File: config.mk
export PLATFORM = sky130hd
export DESIGN_NAME = cpu_io_responder
export DESIGN_NICKNAME = d
export VERILOG_FILES = /design/src/rtl/cpu_io_responder.sv
export SDC_FILE = /design/constraint.sdc
export NUM_CORES = 1
export LEC_CHECK = 0
export CAP_MARGIN = 20
export CORE_ASPECT_RATIO = 1.5
export CORE_UTILIZATION = 37
export CTS_BUF_LIST = sky130_fd_sc_hd__clkbuf_8
export CTS_CLUSTER_SIZE = 40
export DETAILED_ROUTE_END_ITERATION = 16
export GPL_ROUTABILITY_DRIVEN = 1
export GPL_TIMING_DRIVEN = 0
export PLACE_DENSITY = 0.55
export SYNTH_ARGS = -nofsm -noshare
export SYNTH_HDL_FRONTEND = slang
export SYNTH_SLANG_ARGS = --single-unit
export TNS_END_PERCENT = 10
File: constraint.sdc
create_clock -name clock -period 2.45 [get_ports clock]
set_input_delay 0.49 -clock clock [delete_from_list [all_inputs] [get_ports clock]]
set_output_delay 0.49 -clock clock [all_outputs]
set_load 0.005 [all_outputs]
File: src/rtl/cpu_io_responder.sv
// Host-side IO responder: launches a CPU run, buffers flagged output words in a FIFO and streams them out.
// Optional CAPTURE_EDGE_EN: capture only on the rising edge of outFlagIO instead of every flagged cycle.
module cpu_io_responder #(
  parameter int WIDTH   = 24,
  parameter int DEPTH   = 8,
  parameter int TIMEOUT = 1024
) (
  input  logic                     clock,
  input  logic                     reset,
  input  logic                     go,
  output logic                     startIO,
  input  logic                     outFlagIO,
  input  logic [WIDTH-1:0]         cpuData,
  output logic [WIDTH-1:0]         rdata,
  output logic                     rvalid,
  input  logic                     rready,
  output logic [$clog2(DEPTH):0]   count,
  output logic                     busy,
  output logic                     done,
  output logic                     overflow
);

  localparam int PW = $clog2(DEPTH);
  localparam int CW = $clog2(TIMEOUT);
  localparam logic [PW:0]   FULL_COUNT = (PW+1)'(DEPTH);
  localparam logic [CW-1:0] QUIET_LAST = CW'(TIMEOUT - 1);

  typedef enum logic [1:0] {IDLE, RUN, DRAIN, DONE} state_t;

  state_t            state, nextState;
  logic [WIDTH-1:0]  mem [DEPTH];
  logic [PW-1:0]     wrPtr, rdPtr;
  logic [CW-1:0]     quietCnt;
  logic              start, capture, full, pop, push, timeoutHit;

  assign start      = (state == IDLE) && go;
  assign full       = (count == FULL_COUNT);
  assign rvalid     = (count != '0);
  assign rdata      = mem[rdPtr];
  assign pop        = rvalid && rready && (state != IDLE);
  assign push       = capture && (!full || pop);
  assign timeoutHit = (state == RUN) && !outFlagIO && (quietCnt == QUIET_LAST);

`ifdef CAPTURE_EDGE_EN
  logic prevFlag;

  always_ff @(posedge clock) begin
    if (reset || start) prevFlag <= 1'b0;
    else                prevFlag <= outFlagIO;
  end

  assign capture = (state == RUN) && outFlagIO && !prevFlag;
`else
  assign capture = (state == RUN) && outFlagIO;
`endif

  always_comb begin
    nextState = state;
    case (state)
      IDLE:    if (go) nextState = RUN;
      RUN:     if (timeoutHit) nextState = DRAIN;
      DRAIN:   if (count == '0) nextState = DONE;
      DONE:    nextState = IDLE;
      default: nextState = IDLE;
    endcase
  end

  // Status outputs are registered from nextState so they align with the state they describe.
  always_ff @(posedge clock) begin
    if (reset) begin
      state   <= IDLE;
      startIO <= 1'b0;
      busy    <= 1'b0;
      done    <= 1'b0;
    end else begin
      state   <= nextState;
      startIO <= (nextState == RUN);
      busy    <= (nextState == RUN) || (nextState == DRAIN);
      done    <= (nextState == DONE);
    end
  end

  always_ff @(posedge clock) begin
    if (reset || start)     quietCnt <= '0;
    else if (state == RUN)  quietCnt <= outFlagIO ? '0 : quietCnt + 1'b1;
  end

  always_ff @(posedge clock) begin
    if (reset) begin
      wrPtr    <= '0;
      rdPtr    <= '0;
      count    <= '0;
      overflow <= 1'b0;
      for (int unsigned i = 0; i < DEPTH; i++) mem[i] <= '0;
    end else if (start) begin
      wrPtr    <= '0;
      rdPtr    <= '0;
      count    <= '0;
      overflow <= 1'b0;
    end else begin
      if (push) begin
        mem[wrPtr] <= cpuData;
        wrPtr      <= wrPtr + 1'b1;
      end
      if (pop) rdPtr <= rdPtr + 1'b1;
      if (push && !pop)      count <= count + 1'b1;
      else if (pop && !push) count <= count - 1'b1;
      if (capture && full && !pop) overflow <= 1'b1;
    end
  end

endmodule

==> results.yml <==
outcome:
  status: "complete, but fails checks"
  violations: "setup timing"
floorplanning:
  ioPinCount: 62
  chipWidth_microns: 136
  initial_core_util_pct: 37.6
  core_sq_um: 26500
  core.rowCount: 73
  die_area_sq_um: 27600
  die_h_microns: 203
routing:
  drc: 0
  avgViaCountPerCell: 5.13
  wl_per_cell_microns: 21.1
  ant_nets: 0
  detail_route.wirelength_microns: 23900
  dr.pass1.iters: 4
  via_count: 5789
  drt_iter0_drc: 390
timing:
  final-max-slew-violation-count: 0
  rsz0062_at_grt: "true"
  max_freq_mhz: 375
  fin_ws_ns: -0.220
  hold_violations: 0
  slew_headroom_pct: 52.1
  tightest_slew_ns: 0.719
  post-route-period-util_pct: 109
  setup_viol: 49
  min_period_ns: 2.67
  skew_ns: 0.00903
logic_synthesis:
  ys_async_sr_fraction_pct: 0
  yosys_warnings: 0
  synth.largest_area_cell: "edfxtp_1"
  seq_area_frac_synth_pct: 63.7
  ys_top_cells_by_count: "192 x and2_1, 192 x edfxtp_1, 48 x mux4_2, 29 x dfxtp_1, 26 x mux2_2"
  synth_nets: 691
  synth.distinct_cells: 44
  synthAdderAreaFrac_pct: 1.20
  syn_inst: 653
  avgSynthCellArea_sq_um: 15.3
  syn_area_sq_um: 9970
  synth-simple-area-share_pct: 17.0
  ys_ff_latch: 221
  synth_top_family_by_area: "simple AND/OR/NAND/NOR gates"
  muxShareOfSynthArea_pct: 14.1
  synth_area_leaders: "edfxtp_1 58%, and2_1 12%, mux4_2 11%, dfxtp_1 5.8%, mux2_2 2.9%"
  synth-main-ff-cell: "edfxtp_1"
  synth_xor_area_share_pct: 0.966
  synth_compound_area_share_pct: 1.23
  yosysTopAreaCellShare_pct: 57.8
  synth_edf_count: 192
power:
  powerDensity_nw_per_um2: 631
  leakage_nw: 4.47
  finalPower_w: 0.00771
  ir_drop_mv: 0.341
worst_hold_path:
  worstHoldStart: "outFlagIO"
  hold_path_class: "in2reg"
clocking:
  cts_tree: "built"
  clockRootBuffer: "clkbuf_8"
  worstSkewPairLatency_ns: 0.51
  cts_num_sinks: 221
  numCtsBuffers: 36
  clk_pin_slew_worst_paths_ns: 0.06
  h-tree-depth: 2
  cts_buffer_depth: 3
place:
  hpwl_microns: 14600
  io_buffers: 60
  place_congestion: 0.772
  place_inst: 1050
finish:
  area_delta_synth_final_pct: 22.5
  fillers: 2349
  stdcell_count: 1129
  fin_util_pct: 46.1
  drive_gt1_share_pct: 26.8
  antenna_cells: 0
  register_area_sq_um: 6360
  multi_input_area_sq_um: 3590
  fin_nets: 805
global_route:
  grt_pass1_vias: 6330
  antenna_found_initial: 0
  grt_pass1_wl_microns: 36100
  grt-ovfl-total: 0
  grt_use_total_pct: 18.1
  grt_max_degree: 25
critical_path:
  critPathLaunchType: "flop"
  critPathKind: "reg2out"
  r2r-start: "state[0]"
  cp_data_required_time_ns: 1.96
  endpoint_kind: "output pin"
  cp.arrival_ns: 2.18
  cp_max_fo: 5
run:
  cap_violations: 0
## area by class of cell
type,count,share of cell area (%)
repair buffers,77,7.20
flip-flops and latches,221,52.0
clock buffers,37,4.17
well taps,337,3.45
inverters,5,0.154
plain buffers,35,2.54
clock inverters,26,1.08
multi-input cells,391,29.4
## placed cells by master (no fill, tap or decap), types with 3 or more instances in the layout
cell type        count
and3_1               5
buf_6               32
buf_12               9
dfxtp_2              5
dfxtp_1             23
mux4_2              48
a21oi_1              8
nor3_1               4
mux2_4              22
clkbuf_1            10
clkdlybuf4s50_1     35
clkbuf_4             3
or2_4                8
nand2_1             11
buf_2                9
nor4_4               3
nand3_1              3
o21ai_0              4
nand3b_1             3
a31oi_1              3
buf_8                4
nor2b_1              4
inv_1               15
mux2_2               4
clkinv_2             6
clkbuf_8            38
xor2_1               3
edfxtp_1           192
and2_1             192
clkinv_1             9
mux2i_1              3
nor2_1              22
ha_1                 7
xnor2_1              8
## per-stage QoR
step                      hold WS [ns]  TNS (ns)  cell area (sq um)  setup slack, ns
after floorplan                  0.449         0               9990          0.00521
after global placement           0.468   -183.51              11000           -0.896
after detailed placement         0.462   -193.44              11000           -0.956
after CTS                        0.370     -8.19              12200           -0.268
after global routing             0.444    -10.12              12200           -0.288
final                            0.408     -6.53              12200           -0.220
## kinds of logic (layout without fill, tap and decap cells)
| logic type | count (synthesis) | after routing |
|---|---|---|
| compound gates | 21 | 21 |
| fa+ha+maj | 9 | 9 |
| simple gates | 273 | 273 |
| buf+inv | 41 | 180 |
| flops | 221 | 221 |
| mux | 77 | 77 |
| xor+xnor | 11 | 11 |
## final timing paths
path                            cells after the start  slack [ns]          end
worst min register to register                      2        0.49  quietCnt[1]
worst max-delay path                                6       -0.22    rdata[12]
worst min-delay path                                3        0.41     overflow
worst max register to register                      5       -0.09   mem[6][18]
## flip-flops by register name, indices dropped and copies added, names as in the netlist, named ones only
register and cells:
mem 192, quietCnt 10, count 4, rdPtr 3
wrPtr 3, state 2, busy 1, done 1
overflow 1, startIO 1
## worst max-delay path, stage by stage, from the launching register on
cell	delay, ns
dfxtp_4	0.37
buf_12	0.14
buf_12	0.12
buf_12	0.11
mux4_2	0.52
mux2_4	0.29
buf_6	0.12
## timing repair
item / CTS / global route
setup buffers: 14 / 1
cloned: 2 / 1
gates resized for setup: 209 / 12
endpoints found under the setup margin: 194 / 98
hold buffers: 0 / 0
pin swaps: 0 / 1
## power breakdown
group	leakage, nW	total [W]	internal (W)	switching, W
registers	2.22	0.00425	0.00421	0.0000427
clock network	0.371	0.00292	0.00151	0.00141
logic	1.88	0.000544	0.000273	0.000271
total	4.47	0.00771	0.00599	0.00172
## metal layers
layer / routed length, microns / up-vias / track usage (%)
li1: - / 2637 / -
met3: 1230 / 51 / 3.42
met4: 671 / 0 / 6.11
met2: 13000 / 171 / 33.8
met1: 9000 / 2930 / 20.0
met5: 0 / - / 0
No activity file was read; power rests on OpenSTA's default activity.
